[config.mk]
export PLATFORM = sky130hd
export DESIGN_NAME = multi_tick_gen
export DESIGN_NICKNAME = d
export VERILOG_FILES = /design/src/rtl/multi_tick_gen.sv
export SDC_FILE = /design/constraint.sdc
export NUM_CORES = 1
export LEC_CHECK = 0
export ABC_AREA = 1
export BUFFER_PORTS_ARGS = -buffer_cell sky130_fd_sc_hd__buf_4
export CAP_MARGIN = 10
export CORE_AREA = 2 2 220 168
export CTS_BUF_LIST = sky130_fd_sc_hd__clkbuf_4 sky130_fd_sc_hd__clkbuf_8
export DETAILED_ROUTE_END_ITERATION = 8
export DIE_AREA = 0 0 222 170
export GPL_TIMING_DRIVEN = 0
export HOLD_SLACK_MARGIN = 0.08
export SLEW_MARGIN = 5
export SYNTH_ARGS = -nofsm -noshare
export SYNTH_HDL_FRONTEND = slang
export SYNTH_SLANG_ARGS = --single-unit
[constraint.sdc]
create_clock -name CLK -period 16.65 [get_ports CLK]
set_input_delay 3.33 -clock CLK [delete_from_list [all_inputs] [get_ports CLK]]
set_output_delay 3.33 -clock CLK [all_outputs]
set_load 0.03 [all_outputs]
[src/rtl/multi_tick_gen.sv]
// Multi-channel periodic / one-shot tick generator. Every channel owns its own
// period, mode, counter and one-shot state; all share one config write port.
module multi_tick_gen #(
  parameter int NUM_CH         = 4,
  parameter int CH_W           = 2,
  parameter int CNT_WIDTH      = 25,
  parameter int DEFAULT_PERIOD = 10000000
) (
  input  logic                 CLK,
  input  logic                 RESET,
  input  logic [NUM_CH-1:0]    EN,
  input  logic [NUM_CH-1:0]    START,
  input  logic                 SYNC,
  input  logic                 CFG_WE,
  input  logic [CH_W-1:0]      CFG_CH,
  input  logic [CNT_WIDTH-1:0] CFG_PERIOD,
  input  logic                 CFG_ONESHOT,
  output logic [NUM_CH-1:0]    TICK,
  output logic [NUM_CH-1:0]    BUSY
);

  typedef enum logic {
    ST_IDLE = 1'b0,
    ST_RUN  = 1'b1
  } state_t;

  localparam logic [CNT_WIDTH-1:0] RST_PERIOD = CNT_WIDTH'(DEFAULT_PERIOD);
  localparam logic [CNT_WIDTH-1:0] CNT_ZERO   = {CNT_WIDTH{1'b0}};
  localparam logic [CNT_WIDTH-1:0] CNT_ONE    = CNT_WIDTH'(1);

  // Out-of-range channel indices never reach any channel.
  logic cfg_valid_s;
  assign cfg_valid_s = CFG_WE && (32'(CFG_CH) < 32'(NUM_CH));

  for (genvar i = 0; i < NUM_CH; i++) begin : g_ch
    logic [CNT_WIDTH-1:0] period_r;
    logic [CNT_WIDTH-1:0] period_s;
    logic [CNT_WIDTH-1:0] cnt_r;
    logic [CNT_WIDTH-1:0] cnt_s;
    logic                 oneshot_r;
    logic                 oneshot_s;
    logic                 tick_r;
    logic                 tick_s;
    logic                 busy_r;
    state_t               state_r;
    state_t               state_s;
    logic                 cfg_hit_s;
    logic                 last_s;
    logic                 period_zero_s;

    assign cfg_hit_s     = cfg_valid_s && (CFG_CH == CH_W'(i));
    assign period_zero_s = (period_r == CNT_ZERO);
    assign last_s        = (cnt_r == (period_r - CNT_ONE));

    // Next-state: config write > disable > SYNC > START > normal count.
    always_comb begin
      period_s  = period_r;
      oneshot_s = oneshot_r;
      cnt_s     = cnt_r;
      state_s   = state_r;
      tick_s    = 1'b0;
      if (cfg_hit_s) begin
        period_s  = CFG_PERIOD;
        oneshot_s = CFG_ONESHOT;
        cnt_s     = CNT_ZERO;
        state_s   = ST_IDLE;
      end else if (!EN[i]) begin
        cnt_s   = CNT_ZERO;
        state_s = ST_IDLE;
      end else if (SYNC) begin
        cnt_s = CNT_ZERO;
      end else if (period_zero_s) begin
        cnt_s   = CNT_ZERO;
        state_s = ST_IDLE;
      end else if (!oneshot_r) begin
        if (last_s) begin
          cnt_s  = CNT_ZERO;
          tick_s = 1'b1;
        end else begin
          cnt_s = cnt_r + CNT_ONE;
        end
      end else begin
        case (state_r)
          ST_IDLE: begin
            cnt_s = CNT_ZERO;
            if (START[i]) begin
              state_s = ST_RUN;
            end else begin
              state_s = ST_IDLE;
            end
          end
          ST_RUN: begin
            if (last_s) begin
              cnt_s   = CNT_ZERO;
              tick_s  = 1'b1;
              state_s = ST_IDLE;
            end else begin
              cnt_s = cnt_r + CNT_ONE;
            end
          end
          default: begin
            cnt_s   = CNT_ZERO;
            state_s = ST_IDLE;
          end
        endcase
      end
    end

    // Channel state and registered outputs.
    always_ff @(posedge CLK or posedge RESET) begin
      if (RESET) begin
        period_r  <= RST_PERIOD;
        oneshot_r <= 1'b0;
        cnt_r     <= CNT_ZERO;
        state_r   <= ST_IDLE;
        tick_r    <= 1'b0;
        busy_r    <= 1'b0;
      end else begin
        period_r  <= period_s;
        oneshot_r <= oneshot_s;
        cnt_r     <= cnt_s;
        state_r   <= state_s;
        tick_r    <= tick_s;
        busy_r    <= (state_s == ST_RUN);
      end
    end

    assign TICK[i] = tick_r;
    assign BUSY[i] = busy_r;
  end

endmodule

Word level (Yosys, flattened, before mapping)
Index checks and enable logic that the tools add are counted.
{ "totals": {"register_bits": 212, "inputBits": 40, "out_inout_bits": 8, "word_cells": 148} }
{ "classes": {"addsub": 8, "eq_ne": 15, "n_mux": 88, "bitwise_logic": 4, "reduce_logical": 13} }
{ "ops": {"columns": ["cell", "count"], "rows": [
  ["$mux W25", 24],
  ["$pmux W25 S2", 4],
  ["$add A25 B1 Y25 const B", 4],
  ["$eq A25 B25 Y1", 4],
  ["$logic_not A25 Y1", 4],
  ["$sub A25 B1 Y25 const B", 4],
  ["$mux W1", 56],
  ["$ne A4 B1 Y1 const B", 4],
  ["$ne A3 B2 Y1 const B", 4],
  ["$pmux W1 S2", 4],
  ["$reduce_and A2 Y1", 4],
  ["$eq A2 B2 Y1 const B", 2],
  ["$logic_and A1 B1 Y1", 4],
  ["$not A1 Y1", 4],
  ["$eq A2 B1 Y1 const B", 1],
  ["$logic_not A2 Y1", 1]
]} }

Longest topological paths before layout
Gate-level depths: netlist (run 1).
{ "depth": {"word_depth": 9, "ltp_mapped": 18, "depth_no_buf": 17} }

Worst setup path after synthesis (run 1)
OpenSTA, ideal clock, no wires.
{ "synth_path": {"kind": "input -> register", "from": "in CFG_CH[1]", "to": "reg g_ch[2].cnt_r[22]", "setup_time_ns": 0.072, "t_arrival_ns": 4.425, "required_ns": 16.578, "path_slack_ns": 12.154, "stages": 10, "path_cell_list": "inv_1 > nor3_1 > inv_1 > nand2_1 > inv_1 > o21ai_0 > nor3_1 > nand2_4 > buf_6 > nor2_1"} }
{ "synth_between": {"elab_chain_cells": 3} }
{ "synth_rtl": {"columns": ["element", "line_no", "rtl"], "rows": [
  ["from (decl)", "15", "input logic [CH_W-1:0] CFG_CH,"],
  ["$eq A2 B2 Y1", "51", "assign cfg_hit_s = cfg_valid_s && (CFG_CH == CH_W'(i));"],
  ["$logic_and A1 B1 Y1", "51", null],
  ["$mux W25", "62", "if (cfg_hit_s) begin"],
  ["net g_ch[2].cnt_s[22]", "39", "logic [CNT_WIDTH-1:0] cnt_s;"],
  ["to (signal assigned)", "121", "cnt_r <= cnt_s;"],
  ["to (decl)", "38", "logic [CNT_WIDTH-1:0] cnt_r;"]
]} }
The timed path passes the listed nets, and every way through them passes these cells.
A chain may end at the register's enable or synchronous reset.

==> results of run 1 <==
==> kinds of logic (layout without fill, tap and decap cells) <==
| family | after synthesis | count (layout) |
|---|---|---|
| compound gates | 156 | 156 |
| fa+ha+maj | 8 | 8 |
| simple gates | 1222 | 1222 |
| buf+inv | 269 | 386 |
| flops | 212 | 212 |
| xor+xnor | 156 | 156 |
==> power by group through the flow <==
stage	clock, mW	combinational [mW]	sequential [mW]
finish	0.550	0.347	0.637
global route	0.588	0.400	0.642
CTS	0.565	0.347	0.635
detailed placement	0	0.345	0.643
global placement	0	0.337	0.643
floorplan	0	0.266	0.617
==> metal layers <==
layer	up-vias	part of all wire, %	track usage [%]
met5	-	0	0
met4	0	2.4	6.76
met3	58	6.3	3.80
met2	339	40	31.9
met1	6062	51	33.6
li1	6580	-	-
==> stage by stage <==
stage          total power, mW  instance area (um2)  worst slack, ns  util, %  cells
6_report                  1.53                15900            11.95     44.7   2605
2_1_floorplan            0.883                14000             7.58        -   2023
3_5_place_dp             0.988                15000            11.58     42.3   2537
5_1_grt                   1.63                15900            11.87     44.7   2605
3_3_place_gp             0.980                15000             4.90     42.1   2535
4_1_cts                   1.55                15900            11.90     44.7   2605
==> registers in the layout, indices dropped and copies added (netlist names) <==
signal          cells
g_ch.oneshot_r      4
g_ch.state_r        4
g_ch.period_r     100
g_ch.cnt_r        100
g_ch.tick_r         4
==> cell type report <==
type	count	area (um2)
fillers	3698	19600
multi-input cells	1542	7560
flip-flops and latches	212	5350
inverters	223	845
clock buffers	56	702
well taps	465	582
repair buffers	49	408
plain buffers	46	292
clock inverters	12	131
==> how the worst min path moves through the flow <==
stage	from	to	slack, ns	cells past startpoint
floorplan	g_ch[1].cnt_r[0]	g_ch[1].cnt_r[0]	0.47	1
global placement	g_ch[0].cnt_r[0]	g_ch[0].cnt_r[0]	0.50	1
detailed placement	g_ch[0].cnt_r[0]	g_ch[0].cnt_r[0]	0.51	1
CTS	g_ch[0].cnt_r[0]	g_ch[0].cnt_r[0]	0.51	1
global route	g_ch[3].period_r[15]	g_ch[3].period_r[15]	0.54	2
finish	g_ch[0].cnt_r[0]	g_ch[0].cnt_r[0]	0.51	1
==> cell usage in the layout, fill, tap and decap left out, types with 32 or more instances in the layout <==
| cell type | count |
|---|---|
| nand2_1 | 571 |
| nor2_1 | 345 |
| inv_1 | 220 |
| dfrtp_1 | 180 |
| o21ai_0 | 139 |
| nand3_1 | 121 |
| xor2_1 | 110 |
| nand4_1 | 57 |
| buf_4 | 56 |
| nor3_1 | 47 |
| clkbuf_8 | 45 |
| xnor2_1 | 42 |
| dfstp_2 | 32 |
==> critical path, cell delays in order, from the launching register on <==
cell     delay [ns]
dfrtp_1        0.47
buf_4          0.17
buf_4          0.16
==> metrics.csv, run 1 <==
metric,value,unit
post-CTS setup buffers,0,
Yosys Warn Count,0,
cell with the most instances after synthesis,nand2_1,
cell taking the most area after synthesis,dfrtp_1,
Post-DRT Antenna Nets,0,
clock share of power,35.8,%
initial drt markers,950,
simple-gate portion of the synthesized area,37.3,%
All-Layer GR Usage,22.2,%
Initial Utilization,39.5,%
reg-to-reg endpoint,g_ch[3].cnt_r[6],
# diodes,0,
initial antenna violation count,0,
Arrival @ worst endpoint,1.37,ns
Die W,222,um
Reg-to-Reg Start,g_ch[3].period_r[0],
CTS tree,done,
worst-margin pin slew,0.686,ns
sequential share of the synthesized area,38.1,%
port bufs,47,
"Reg clk slew, reported paths",0.06,ns
ys async rst share,100,%
run status,"complete, no violations",
Synth area leaders,"dfrtp_1 32%, nand2_1 15%, nor2_1 9.2%",
Seq cells post-synth,212,
crit path to,BUSY[2],
Rows,60,
grt ovf,0,
crit share post-route,28.3,%
cts hold-fix bufs,0,
worst hold slack,0.513,ns
TritonCTS buffer count,38,
Setup crit start kind,flip-flop,
Via density,5.01,
Placer Congestion,0.928,
largest family of logic cells by synthesized area,simple AND/OR/NAND/NOR gates,
worst reg2reg setup slack,13.78,ns
f_max,0.213,GHz
maxcap violations,0,
Sum Neg Setup Slack,0,ns
Vias,13000,
RSZ-0062 raised after global routing,false,
IO Count,48,
CTS Root Cell,clkbuf_8,
endpoint type of the worst setup path,output pin,
P_int,0.999,mW
first-pass detailed-route iteration total,6,
"Cell Area, Synth",14000,um2
Comb pwr share,22.6,%
top cells by instance count after synthesis,"571 x nand2_1, 345 x nor2_1, 221 x inv_1",
drt wl/cell,15.7,um
"Distinct cells, synth",36,
Final nets,2160,
Critical Path Start,g_ch[2].state_r,
Die ar.,37700,um2
CP Max Fanout,5,
VDD IR max,0.0000550,V
area fraction in compound gates after synthesis,5.73,%
WS Path Type,flip-flop to output pin,
clock skew,0.0481,ns
Net Sw Frac,34.9,%
cells after synthesis,2023,
vias in the first global route,12300,
Die Height,170,um
Sequential Power Share,41.5,%
PD cells,96.7,nW/um2
htree depth,2,
Net Switching,0.535,mW
Reg2Reg Depth,16,
fraction of final layout cells sized beyond drive strength 1,10.0,%
first-pass GRT wire length,66200,um
Critical Path RT,13.32,ns
Period minus WS final,4.70,ns
XOR/XNOR share of the synthesized area,10.1,%
Mean Syn Cell Area,6.94,um2
core region area,35500,um2
area share of the largest cell type after synthesis,32.1,%
area grow syn2layout,13.0,%
Final setup viols,0,
ys flop type,dfrtp_1,
Max Root-Sink Buffers,3,
Min-Delay Path Class,flip-flop to flip-flop,
mux cell area share after synthesis,0,%
Fin. Hold Viols,0,
Mapped Nets,2071,
largest net degree at the start of global routing,90,
remaining routing DRC violations,0,
Final Slew Violations,0,
DP HPWL,32000,um
TritonCTS Sinks,212,
P_leak,7.35,nW
Slew HR,53.8,%
"EDFF count, synth",0,
WL final,40900,um
adder-cell share of the synthesized area,0.713,%
CTS resizes,0,
worst-skew pair later-pin latency,0.61,ns
Power figures use the tool's default switching activity.
==> inputs of run 2 (changes only) <==
--- a/config.mk
+++ b/config.mk
@@ -5,13 +5,13 @@
 export SDC_FILE = /design/constraint.sdc
 export NUM_CORES = 1
 export LEC_CHECK = 0
-export ABC_AREA = 1
+export ABC_AREA = 0
 export BUFFER_PORTS_ARGS = -buffer_cell sky130_fd_sc_hd__buf_4
 export CAP_MARGIN = 10
-export CORE_AREA = 2 2 220 168
+export CORE_AREA = 2 2 209 160
 export CTS_BUF_LIST = sky130_fd_sc_hd__clkbuf_4 sky130_fd_sc_hd__clkbuf_8
 export DETAILED_ROUTE_END_ITERATION = 8
-export DIE_AREA = 0 0 222 170
+export DIE_AREA = 0 0 211 162
 export GPL_TIMING_DRIVEN = 0
 export HOLD_SLACK_MARGIN = 0.08
 export SLEW_MARGIN = 5
==> constraint.sdc (replaced) <==
create_clock -name CLK -period 4 [get_ports CLK]
set_input_delay 0.8 -clock CLK [delete_from_list [all_inputs] [get_ports CLK]]
set_output_delay 0.8 -clock CLK [all_outputs]
set_load 0.03 [all_outputs]
==> metrics.csv, run 2 <==
metric,value,unit,change
run status,"complete, no violations",,
remaining routing DRC violations,0,,unchanged
ys flop type,dfrtp_1,,
Initial Utilization,39.7,%,+0.22 points
initial drt markers,589,,-38%
Inst Count DP,1764,,-30%
worst-margin pin slew,0.846,ns,+0.159 ns
"Cell Area, Synth",12700,um2,-9.3%
Die ar.,34200,um2,-9.4%
Critical Path RT,4.44,ns,-8.88 ns
"commonest non-fill, non-tap cells in the layout","180 x dfrtp_1, 166 x nor2_1, 107 x xnor2_1",,
VDD IR max,0.000320,V,+480%
cell with the most instances after synthesis,dfrtp_1,,
Die W,211,um,-5.0%
Min-Delay Path Class,input pin to asynchronous set/reset pin,,
first-pass GRT wire length,52600,um,-21%
Final Cell Area,14500,um2,-8.5%
htree depth,2,,unchanged
maxcap violations,0,,unchanged
Final Slew Violations,0,,unchanged
Finished Core Util,45.3,%,+0.66 points
WS Path Type,flip-flop to flip-flop,,
Mean Syn Cell Area,9.79,um2,+41%
worst-skew pair later-pin latency,0.56,ns,-0.05 ns
"Cell Area, Placed",13700,um2,-8.8%
"EDFF count, synth",0,,unchanged
cells after synthesis,1299,,-36%
Final setup viols,0,,unchanged
P_leak,5.70,nW,-22%
Seq cells post-synth,212,,unchanged
Max Root-Sink Buffers,3,,unchanged
initial antenna violation count,2,,+2
All-Layer GR Usage,19.5,%,-2.6 points
area grow syn2layout,14.1,%,
CTS Root Cell,clkbuf_8,,
"commonest non-fill, non-tap cell in the layout",dfrtp_1,,
cell taking the most area after synthesis,dfrtp_1,,
Slew HR,43.1,%,-11 points
first-pass detailed-route iteration total,5,,-1
Rows,57,,-5.0%
largest net degree at the start of global routing,41,,-54%
Setup crit start kind,flip-flop,,
PD cells,414,nW/um2,+330%
Via density,5.45,,+8.8%
WL final,33000,um,-19%
Post-DRT Antenna Nets,0,,unchanged
TritonCTS Sinks,212,,unchanged
Yosys Warn Count,0,,unchanged
grt ovf,0,,unchanged
worst hold slack,0.355,ns,-0.158 ns
IO Count,48,,unchanged
leading registers by flop count,"g_ch.cnt_r: 100 flops, g_ch.period_r: 100 flops",,
"Reg clk slew, reported paths",0.07,ns,about the same
Final nets,1437,,-33%
CP Max Fanout,10,,+5
Synth area leaders,"dfrtp_1 35%, mux2_2 9.0%, xnor2_1 7.4%",,
core region area,32000,um2,-9.8%
port bufs,46,,-2.1%
Arrival @ worst endpoint,4.29,ns,+2.92 ns
Overall Power,6.01,mW,+290%
Die Height,162,um,-4.7%
RSZ-0062 raised after global routing,false,,
TritonCTS buffer count,36,,-5.3%
ys async rst share,100,%,unchanged
Placer Congestion,0.825,,-11%
Mapped Nets,1347,,-35%
DP HPWL,24300,um,-24%
Vias,9970,,-24%
area share of the largest cell type after synthesis,35.4,%,+3.3 points
Fin. Hold Viols,0,,unchanged
crit share post-route,96.0,%,
f_max,0.260,GHz,
drt wl/cell,18.0,um,+15%
vias in the first global route,9564,,-22%
CTS tree,done,,
Non-Filler Instances,1831,,-30%
fraction of final layout cells sized beyond drive strength 1,21.4,%,+11 points
sequential share of the synthesized area,42.0,%,+3.9 points
Period minus WS final,3.84,ns,
top cells by instance count after synthesis,"180 x dfrtp_1, 166 x nor2_1, 107 x xnor2_1",,
"Distinct cells, synth",79,,+120%
endpoint type of the worst setup path,flip-flop,,
clock skew,0.0209,ns,-0.0272 ns
cts hold-fix bufs,0,,unchanged
-- run 2: kinds of logic (layout without fill, tap and decap cells) --
kind of cell	count (synthesis)	after routing	synth area share (%)
other cells	0	1	0
fa+ha+maj	8	8	0.787
flops	212	212	42.0
xor+xnor	211	211	14.5
simple gates	556	556	23.2
compound gates	122	122	7.01
mux	106	106	9.34
buf+inv	84	202	3.12
-- run 2: final cells by class --
| type | count | area, um2 |
|---|---|---|
| Antenna cell | 1 | 2.50 |
| Multi-Input combinational cell | 1003 | 7010 |
| Sequential cell | 212 | 5350 |
| Tap cell | 413 | 517 |
| Buffer | 58 | 299 |
| Clock buffer | 59 | 737 |
| Fill cell | 3092 | 17500 |
| Timing Repair Buffer | 52 | 465 |
| Clock inverter | 7 | 40.0 |
| Inverter | 26 | 101 |
-- run 2: worst paths after layout --
check | startpoint | endpoint | slack, ns | cells past startpoint
hold / removal | RESET | g_ch[2].oneshot_r | 0.35 | 2
min in group CLK | START[3] | g_ch[3].state_r | 0.51 | 2
hold reg to reg | g_ch[2].state_r | g_ch[2].state_r | 0.53 | 1
setup / recovery | g_ch[3].period_r[5] | g_ch[3].cnt_r[19] | 0.16 | 11
setup reg to reg | g_ch[3].period_r[5] | g_ch[3].cnt_r[19] | 0.16 | 11
max in group asynchronous | RESET | g_ch[0].period_r[10] | 2.22 | 6
-- run 2: what timing repair did --
action                     4_1_cts  5_1_grt
gates resized for setup          1        3
buffers inserted                 0        0
setup endpoints to repair       20       43
-- run 2: stage by stage --
step                TNS (ns)  setup slack (ns)
floorplan                  0             0.427
global placement     -166.42            -0.942
detailed placement     -2.09            -0.123
CTS                        0             0.235
global route               0            0.0542
finish                     0             0.159
-- run 2: power breakdown --
part           switching [mW]  leakage [nW]  internal [mW]
clock                   0.959         0.413           1.17
combinational           0.640          2.59          0.563
sequential              0.276          2.70           2.40
-- run 2: critical path, stage by stage, from the launching register on --
cell and delay [ns]:
dfrtp_1 0.36, clkbuf_1 0.20, nor4_2 0.70, nand4_1 0.26, or3_1 0.44, a22o_1 0.20
nor4_1 0.30, nor4bb_1 0.60, or2_1 0.17, buf_2 0.21, buf_4 0.22, nor2_1 0.07
-- run 2: per-layer routing --
layer / share of wire [%] / up-vias / GRT usage (%) / routed length (um)
li1: - / 4785 / - / -
met1: 50 / 4914 / 29.2 / 16600
met2: 41 / 231 / 28.0 / 13500
met3: 7.5 / 40 / 5.55 / 2480
met4: 1.4 / 0 / 3.84 / 451
met5: 0 / - / 0 / 0
